--- config.mk ---
export PLATFORM = sky130hd
export DESIGN_NAME = branch_resolver
export DESIGN_NICKNAME = d
export VERILOG_FILES = /design/src/rtl/br_pkg.sv /design/src/rtl/br_bht.sv /design/src/rtl/branch_resolver.sv
export SDC_FILE = /design/constraint.sdc
export NUM_CORES = 1
export LEC_CHECK = 0
export BUFFER_PORTS_ARGS = -buffer_cell sky130_fd_sc_hd__buf_4
export CAP_MARGIN = 10
export CORE_MARGIN = 2
export CORE_UTILIZATION = 40
export DETAILED_ROUTE_END_ITERATION = 7
export GPL_TIMING_DRIVEN = 1
export PLACE_DENSITY = 0.73
export SYNTH_ARGS = -nofsm -noshare
export SYNTH_HDL_FRONTEND = slang
export SYNTH_HIERARCHICAL = 1
export SYNTH_SLANG_ARGS = --single-unit
--- constraint.sdc ---
create_clock -name clk -period 2.55 [get_ports clk]
set_input_delay 0.1275 -clock clk [delete_from_list [all_inputs] [get_ports clk]]
set_output_delay 0.1275 -clock clk [all_outputs]
set_load 0.03 [all_outputs]
--- src/rtl/br_pkg.sv ---
// Shared constants, counter type and saturating update for branch resolution.
package br_pkg;

  localparam logic [2:0] F3_BEQ  = 3'b000;
  localparam logic [2:0] F3_BNE  = 3'b001;
  localparam logic [2:0] F3_BLT  = 3'b100;
  localparam logic [2:0] F3_BGE  = 3'b101;
  localparam logic [2:0] F3_BLTU = 3'b110;
  localparam logic [2:0] F3_BGEU = 3'b111;

  typedef logic [1:0] ctr_t;

  localparam ctr_t SNT = 2'b00;
  localparam ctr_t WNT = 2'b01;
  localparam ctr_t WT  = 2'b10;
  localparam ctr_t ST  = 2'b11;

  function automatic ctr_t sat_update(
    input ctr_t c,
    input logic t
  );
    ctr_t r;
    r = c;
    if (t) begin
      if (c != ST) r = c + 2'd1;
    end else begin
      if (c != SNT) r = c - 2'd1;
    end
    return r;
  endfunction

endpackage

--- src/rtl/br_bht.sv ---
// Branch history table: 2-bit counters, async init to WNT,
// combinational read for fetch, synchronous training at resolve.
module br_bht
  import br_pkg::*;
#(
  parameter int DEPTH = 64
) (
  input  logic                     clk,
  input  logic                     rst,
  input  logic [$clog2(DEPTH)-1:0] rd_idx,
  output logic                     rd_taken,
  input  logic                     wr_en,
  input  logic [$clog2(DEPTH)-1:0] wr_idx,
  input  logic                     wr_taken
);

  ctr_t tbl [DEPTH];

  always_ff @(posedge clk or posedge rst) begin
    if (rst) begin
      for (int i = 0; i < DEPTH; i++) begin
        tbl[i] <= WNT;
      end
    end else if (wr_en) begin
      tbl[wr_idx] <= sat_update(tbl[wr_idx], wr_taken);
    end
  end

  assign rd_taken = tbl[rd_idx][1];

endmodule

--- src/rtl/branch_resolver.sv ---
// Registered branch/jump resolve stage with redirect on mispredict.
// BHT storage is built only when BRANCH_RESOLVER_BHT_EN is defined.
module branch_resolver
  import br_pkg::*;
#(
  parameter int XLEN      = 32,
  parameter int BHT_DEPTH = 64
) (
  input  logic            clk,
  input  logic            rst,
  input  logic            in_valid,
  input  logic            en,
  input  logic            flush,
  input  logic            is_jal,
  input  logic            is_jalr,
  input  logic            is_branch,
  input  logic [2:0]      func3,
  input  logic [XLEN-1:0] r1,
  input  logic [XLEN-1:0] r2,
  input  logic [XLEN-1:0] imm,
  input  logic [XLEN-1:0] pc,
  input  logic            pred_taken,
  input  logic [XLEN-1:0] fetch_pc,
  output logic            fetch_pred_taken,
  output logic            out_valid,
  output logic            redirect,
  output logic [XLEN-1:0] pc_out,
  output logic [XLEN-1:0] link,
  output logic            taken,
  output logic            EQ,
  output logic            NE,
  output logic            LT,
  output logic            GE,
  output logic            misalign,
  output logic            illegal
);

  localparam int IW = $clog2(BHT_DEPTH);

  logic            accept;
  logic            pred;
  logic            legal;
  logic            eq;
  logic            lt;
  logic            cond;
  logic [XLEN-1:0] pc4;
  logic [XLEN-1:0] n_target;
  logic [XLEN-1:0] n_pc;
  logic            n_taken;
  logic            n_redirect;
  logic [3:0]      n_flags;
  logic            n_mis;
  logic            n_ill;
  logic            unused_fetch;

  assign accept       = in_valid && en && !flush;
  assign unused_fetch = ^fetch_pc;

`ifdef BRANCH_RESOLVER_BHT_EN
  br_bht #(
    .DEPTH(BHT_DEPTH)
  ) u_bht (
    .clk     (clk),
    .rst     (rst),
    .rd_idx  (fetch_pc[IW+1:2]),
    .rd_taken(fetch_pred_taken),
    .wr_en   (accept && is_branch && legal),
    .wr_idx  (pc[IW+1:2]),
    .wr_taken(n_taken)
  );
  assign pred = pred_taken;
`else
  logic unused_pred;
  assign fetch_pred_taken = 1'b0;
  assign pred             = 1'b0;
  assign unused_pred      = pred_taken;
`endif

  always_comb begin
    legal = (func3 != 3'b010) && (func3 != 3'b011);
    eq    = (r1 == r2);
    lt    = func3[1] ? (r1 < r2) : ($signed(r1) < $signed(r2));
    cond  = 1'b0;
    unique case (func3)
      F3_BEQ:  cond = eq;
      F3_BNE:  cond = !eq;
      F3_BLT:  cond = lt;
      F3_BGE:  cond = !lt;
      F3_BLTU: cond = lt;
      F3_BGEU: cond = !lt;
      default: cond = 1'b0;
    endcase

    pc4        = pc + XLEN'(4);
    n_target   = pc + imm;
    n_taken    = 1'b0;
    n_redirect = 1'b0;
    n_flags    = 4'b0000;
    n_ill      = 1'b0;
    unique case (1'b1)
      is_jal: begin
        n_taken    = 1'b1;
        n_redirect = 1'b1;
      end
      is_jalr: begin
        n_target   = (r1 + imm) & ~XLEN'(1);
        n_taken    = 1'b1;
        n_redirect = 1'b1;
      end
      is_branch: begin
        if (legal) begin
          n_taken    = cond;
          n_redirect = (cond != pred);
          n_flags    = {eq, !eq, lt, !lt};
        end else begin
          n_ill = 1'b1;
        end
      end
      default: ;
    endcase

    n_pc  = n_taken ? n_target : pc4;
    n_mis = n_taken && n_target[1];
  end

  always_ff @(posedge clk or posedge rst) begin
    if (rst) begin
      out_valid <= 1'b0;
      redirect  <= 1'b0;
      pc_out    <= '0;
      link      <= '0;
      taken     <= 1'b0;
      EQ        <= 1'b0;
      NE        <= 1'b0;
      LT        <= 1'b0;
      GE        <= 1'b0;
      misalign  <= 1'b0;
      illegal   <= 1'b0;
    end else if (flush) begin
      out_valid <= 1'b0;
      redirect  <= 1'b0;
      taken     <= 1'b0;
    end else if (en) begin
      out_valid <= in_valid;
      if (in_valid) begin
        redirect         <= n_redirect;
        pc_out           <= n_pc;
        link             <= pc4;
        taken            <= n_taken;
        {EQ, NE, LT, GE} <= n_flags;
        misalign         <= n_mis;
        illegal          <= n_ill;
      end
    end
  end

endmodule
==> results of run 1 <==
-- flip-flops by register name, indices dropped and copies added (netlist names) --
signal / count
NE: 1
illegal: 1
out_valid: 1
link: 32
misalign: 1
LT: 1
taken: 1
EQ: 1
GE: 1
pc_out: 32
-- synthesized netlist by cell type, types with 6 or more instances --
cell type,n
clkbuf_1,22
nor2_1,51
o211ai_1,7
xor2_1,32
nand3_1,29
mux2i_1,12
xnor2_1,49
ha_1,94
nand2_1,129
nor2b_1,8
o21ai_0,80
and3_1,9
nor3_1,15
a21o_1,30
o21a_1,9
a221oi_1,6
a31oi_1,12
o21bai_1,8
inv_1,55
a21oi_1,67
dfrtp_1,72
o31ai_1,8
and2_1,6
a211oi_1,13
nand4_1,13
mux2_2,8
nand2b_1,11
-- critical path: stages --
cell,delay [ps]
buf_6,100
inv_4,40
ha_4,190
nand4_1,200
buf_4,160
nor2_2,30
a221o_1,340
o31a_1,260
o32a_4,250
xnor2_4,140
a311oi_4,300
buf_6,180
nand2_8,60
buf_12,140
mux2i_1,120
mux2_4,280
-- final cells by class --
| class | count | area [um2] |
|---|---|---|
| fill | 1590 | 6680 |
| multi-input combinational | 777 | 5940 |
| timing repair buffer | 415 | 3270 |
| sequential | 72 | 1800 |
| tap | 234 | 293 |
| clock buffer | 11 | 243 |
| inverter | 56 | 238 |
| clock inverter | 5 | 56.3 |
-- routing by layer --
layer | track usage (%) | up-vias
li1 | - | 4191
met4 | 7.53 | 0
met1 | 37.6 | 4049
met3 | 3.60 | 43
met2 | 41.7 | 347
met5 | 0 | -
-- path summary, 6_finish.rpt --
kind / to / slack (ps)
max in group asynchronous: link[10] / 1810
worst min-delay path: taken / 60
worst max register to register: pc_out[8] / 1710
min in group asynchronous: pc_out[31] / 420
worst max-delay path: pc_out[14] / -170
worst min register to register: link[0] / 480
-- power breakdown --
group | switching, W | total [W] | internal (W) | leakage [nW]
registers | 0.000165 | 0.00153 | 0.00136 | 0.894
logic | 0.00168 | 0.00310 | 0.00142 | 4.78
clock network | 0.000464 | 0.00125 | 0.000781 | 0.145
-- metrics by stage --
stage	worst slack, ps	util (%)	hold WS (ps)	instances	cell area, um2
after floorplan	-237	-	191	933	7600
after global placement	-938	58.1	240	1537	10800
after detailed placement	-1030	58.1	243	1537	10800
after CTS	-107	61.5	61.0	1562	11400
after global routing	-208	63.9	70.1	1570	11800
final	-165	63.9	62.5	1570	11800
-- cell families after synthesis --
kind of cell / after synthesis / synth area share [%]
buffers and inverters: 84 / 4.52
adder cells (fa/ha/maj): 96 / 16.2
AO/OA/AOI/OAI: 291 / 25.1
flip-flops: 72 / 24.0
XOR/XNOR: 82 / 9.68
AND/OR/NAND/NOR: 285 / 17.3
multiplexers: 22 / 3.10
other: 1 / 0.0500
-- layout by cell type, fill, tap and decap left out, drive strengths merged, types with 3 or more instances in the layout --
| master | Yosys | final |
|---|---|---|
| buf | 6 | 413 |
| nand2 | 130 | 130 |
| ha | 94 | 94 |
| o21ai | 84 | 84 |
| dfrtp | 72 | 72 |
| a21oi | 67 | 67 |
| inv | 55 | 55 |
| nor2 | 51 | 51 |
| xnor2 | 50 | 50 |
| xor2 | 32 | 32 |
| a21o | 30 | 30 |
| nand3 | 29 | 29 |
| nor3 | 15 | 15 |
| nand4 | 13 | 13 |
| a211oi | 13 | 13 |
| mux2i | 12 | 12 |
| a31oi | 12 | 12 |
| nand2b | 11 | 11 |
| clkbuf | 22 | 11 |
| mux2 | 10 | 10 |
| o21a | 9 | 9 |
| and3 | 9 | 9 |
| o21bai | 8 | 8 |
| nor2b | 8 | 8 |
| o31ai | 8 | 8 |
| o211ai | 7 | 7 |
| and2 | 6 | 6 |
| a221oi | 6 | 6 |
| a221o | 5 | 5 |
| o31a | 5 | 5 |
| a22o | 5 | 5 |
| clkinv | 1 | 4 |
| a211o | 3 | 3 |
| nor4 | 3 | 3 |
| or2 | 3 | 3 |
| a31o | 3 | 3 |
| o22ai | 3 | 3 |
| and4 | 3 | 3 |
| a21boi | 3 | 3 |
-- timing repair --
action                                  in CTS  in global routing
pin swaps                                   16                 44
hold buffers                                 2                  0
resized for setup                           51                 93
endpoints found under the setup margin      34                 34
setup buffers                                7                  8
hold endpoints to repair                    74                  0
==> impl_metrics.csv, run 1 <==
group,metric,value,unit
die,die_y,141,um
clock_tree,cts_tree,"done",
critical_path,crit_type,"primary input to flop",
routing,dr.pass1.iters,5,
die,dieArea,19900,um2
clock_tree,clock_latency,330,ps
critical_path,crit_start,"r2[15]",
die,initial_core_util,40.5,%
placement,portBuffers,211,
worst_hold_path,hold_start,"in_valid",
synth,synth_top_area_share,24.0,%
timing,clock_skew,0,ps
routing,drt-met1-wl,12400,um
synth,synth_top_flop_cell,"dfrtp_1",
synth,yosysUniqueCellTypes,69,
cells_and_area,layout-drive-gt1-share,39.6,%
die,fp.dieW,141,um
cells_and_area,final_nets,1599,
die,num_rows,50,
routing,drc,0,
critical_path,crit_fanout,6,
routing,route.met3.wl,1840,um
timing,fin_ws,-165,ps
global_routing,grt_overflow,0,
timing,relSlewSlack,64.4,%
synth,seq_area_frac_synth,24.0,%
pwr,powerDensity,496,nW/um2
timing,layout_worst_path_cycle_share,106,%
critical_path,cp_data_arrival_time,2930,ps
routing,wirelength,27000,um
global_routing,antenna_found_initial,0,
timing,tightest_slew,534,ps
synth,syn_area_per_cell,8.03,um2
run_status,status,"finished with violations",
synth,synth_top_cell_by_area,"dfrtp_1",
critical_path,r2r-start,"pc_out[8]",
critical_path,crit_required,2770,ps
clock_tree,path_clk_slew,50,ps
timing,hold_viol_final,0,
pwr,finalPower,0.00587,W
routing,routed_via_density,5.50,
routing,route.met2.wl,12200,um
placement,place_congestion,0.942,
global_routing,grt_pass1_vias,8159,
clock_tree,cts-root-buf,"clkbuf_16",
routing,wire_per_inst,17.2,um
pwr,ir_drop,0.313,mV
synth,yosysWarningCount,6,
clock_tree,clock_sinks,72,
global_routing,grt_pass1_wl,41900,um
run,drv_cap,0,
synth,synth_top_cells_by_area,"dfrtp_1, ha_1, nand2_1",
die,core-area,18500,um2
routing,ant_nets,0,
timing,fmax,368,MHz
die,ios,246,
global_routing,grt_max_degree,73,
synth,syn-num-nets,1201,
timing,rsz0062_at_grt,"yes",
synth,synth_edf_count,0,
global_routing,grt_usage,26.3,%
pwr,p_leak,5.82,nW
synth,synthArstFlopShare,100,%
placement,dp_hpwl,22000,um
routing,routed.top_layer,"met4",
timing,fin_crit,2720,ps
clock_tree,ctsHtreeMaxLevel,3,
worst_hold_path,whs_path_depth,3,
synth,postSynthCellCount,933,
synth,ys_seq_elements,72,
cells_and_area,syn2layout_area_growth,58.0,%
clock_tree,clockBufferDepth,2,
worst_hold_path,hp-class,"primary input to flop",
routing,first_iter_violations,501,
timing,drv_slew,0,
clock_tree,cts_buffers,9,
cells_and_area,diodes,0,
critical_path,critPathCaptureType,"flop",
run_status,violations,"negative setup slack",
routing,vias,8630,
critical_path,r2r_cells,2,
synth,synth_area,7500,um2
timing,setup_viol,26,
critical_path,cp-start-kind,"primary input",
timing,tns,-2070,ps
No activity file was read; power rests on OpenSTA's default activity.
==> inputs of run 2 (changes only) <==
- CORE_UTILIZATION: 40 -> 53
- PLACE_DENSITY: 0.73 -> 0.9
==> run 2 against run 1 <==
The flow still finishes with violations (negative setup slack). First-iteration DRC count rose by 130%. Non-clock buffer count fell by 6. Die area fell by 24%. Critical endpoint is now pc_out[11]. Largest power group unchanged. Critical path type unchanged. Largest cell class unchanged. Global-route usage rose by 11 points. Power barely moved. Critical path depth did not move. Via count rose by 7.5%. Fmax fell by 4.4%. Setup slack got worse by 120 ps. Final cell count fell by 3.8%. Sequential power barely moved.
==> impl_metrics.csv, run 2 (same netlist as run 1, synthesis figures left out) <==
group,metric,value,unit
cells_and_area,final_nets,1593,
critical_path,cp_data_arrival_time,3080,ps
cells_and_area,n_fill_cell,846,
critical_path,crit_fanout,6,
die,core-area,13800,um2
timing,fin_crit,2840,ps
critical_path,r2r-start,"pc_out[31]",
pwr,powerDensity,508,nW/um2
worst_hold_path,whs_path_depth,3,
pwr,p_leak,5.76,nW
cells_and_area,largest_registers,"link x32, pc_out x32",
cells_and_area,layout-drive-gt1-share,39.1,%
timing,rsz0062_at_grt,"yes",
global_routing,grt_pass1_vias,8766,
clock_tree,ctsHtreeMaxLevel,3,
routing,ant_nets,0,
timing,hold_ws,56.1,ps
placement,place_ws,-768,ps
placement,dp_hpwl,21700,um
clock_tree,cts_tree,"done",
timing,layout_worst_path_cycle_share,111,%
cells_and_area,final_cell_area,11600,um2
cells_and_area,final_common_cell,"buf_4",
cells_and_area,layoutNonFillerInstCount,1510,
run_status,violations,"negative setup slack",
placement,dpl-instance-area,10700,um2
clock_tree,path_clk_slew,60,ps
die,ios,246,
cells_and_area,diodes,0,
run_status,status,"finished with violations",
cells_and_area,final_cell_mix,"buf_4, nand2_1, ha_1",
die,dieArea,15100,um2
clock_tree,cts-root-buf,"clkbuf_16",
timing,relSlewSlack,43.2,%
placement,placed_cells,1479,
critical_path,crit_type,"primary input to flop",
critical_path,cp-start-kind,"primary input",
timing,drv_slew,0,
timing,setup_viol,33,
routing,wire_per_inst,19.7,um
clock_tree,clock_sinks,72,
global_routing,grt_usage,37.2,%
timing,tightest_slew,851,ps
routing,vias,9279,
critical_path,crit_required,2790,ps
worst_hold_path,hp-class,"primary input to flop",
routing,wirelength,29800,um
global_routing,grt_pass1_wl,44000,um
critical_path,r2r_cells,2,
critical_path,rrSetupSlack,1650,ps
pwr,ir_drop,0.402,mV
clock_tree,clock_latency,330,ps
placement,place_congestion,0.995,
global_routing,antenna_found_initial,0,
worst_hold_path,hold-path-endpoint,"taken",
die,initial_core_util,54.2,%
die,die_y,123,um
die,fp.dieW,123,um
placement,portBuffers,211,
timing,clock_skew,0,ps
cells_and_area,syn2layout_area_growth,54.4,%
routing,drc,0,
global_routing,grt_max_degree,80,
clock_tree,cts_buffers,9,
timing,fmax,352,MHz
critical_path,r2r_end,"pc_out[31]",
timing,fin_ws,-289,ps
routing,first_iter_violations,1152,
clock_tree,clockBufferDepth,2,
routing,routed_via_density,6.15,
die,num_rows,43,
worst_hold_path,hold_start,"in_valid",
global_routing,grt_overflow,0,
routing,dr.pass1.iters,6,
critical_path,critPathCaptureType,"flop",
run,drv_cap,0,
timing,hold_viol_final,0,
[run 2: cell types whose count changed in the layout (fill, tap and decap cells not counted), sizes merged]
cell / before / now
clkinvlp: 1 / 2
clkbuf: 11 / 10
clkinv: 4 / 5
bufinv: 1 / 0
buf: 413 / 407
[run 2: worst max-delay path by stage]
stage	startpoint	to	slack (ps)
floorplan	r2[26]	pc_out[28]	-240
global placement	r1[31]	pc_out[25]	-630
detailed placement	r1[31]	pc_out[10]	-770
CTS	r1[27]	pc_out[15]	-70
global route	r2[5]	pc_out[15]	-370
finish	r2[13]	pc_out[11]	-290
[run 2: what timing repair did]
action	CTS	global route
resized for setup	69	38
setup endpoints to repair	34	34
gates cloned	1	0
pin swaps	17	14
hold buffers	2	0
hold endpoints to repair	23	0
setup buffers	8	5
[run 2: cell type report]
cell class / instances / area [um2] / share of cell area, %
multi-input combinational: 777 / 5870 / 50.7
timing repair buffer: 409 / 3180 / 27.5
inverter: 56 / 225 / 1.95
clock inverter: 6 / 35.0 / 0.303
sequential: 72 / 1800 / 15.6
clock buffer: 10 / 239 / 2.07
tap: 180 / 225 / 1.95
[run 2: critical path, stage by stage]
cell and delay, ps:
buf_4 110, inv_2 60, ha_4 190, nand4_1 130
buf_4 140, nor2_1 40, a221o_1 310, o31a_1 320
o32a_4 270, xnor2_4 170, a311oi_4 270, buf_6 180
nand2_8 60, buf_16 150, mux2_4 310, o21ai_2 210
[run 2: per-layer routing]
layer	vias to the layer above	GRT usage, %	part of all wire, %
met2	691	60.6	46
met5	-	0	0
met3	134	6.96	11
met4	0	13.4	4.3
li1	4160	-	-
met1	4294	49.3	39
[run 2: through the flow]
stage          TNS [ps]  utilization, %  power (W)
6_report          -5240            83.7    0.00588
5_1_grt           -6750            83.7    0.00611
4_1_cts            -605            82.2    0.00565
3_5_place_dp     -20230            77.1    0.00435
3_3_place_gp     -18510            77.1    0.00427
2_1_floorplan     -3890               -    0.00308
[run 2: where the power goes]
group          internal, W  leakage (nW)  switching, W
clock network     0.000677         0.134      0.000500
logic              0.00139          4.73       0.00176
registers          0.00136         0.894      0.000182
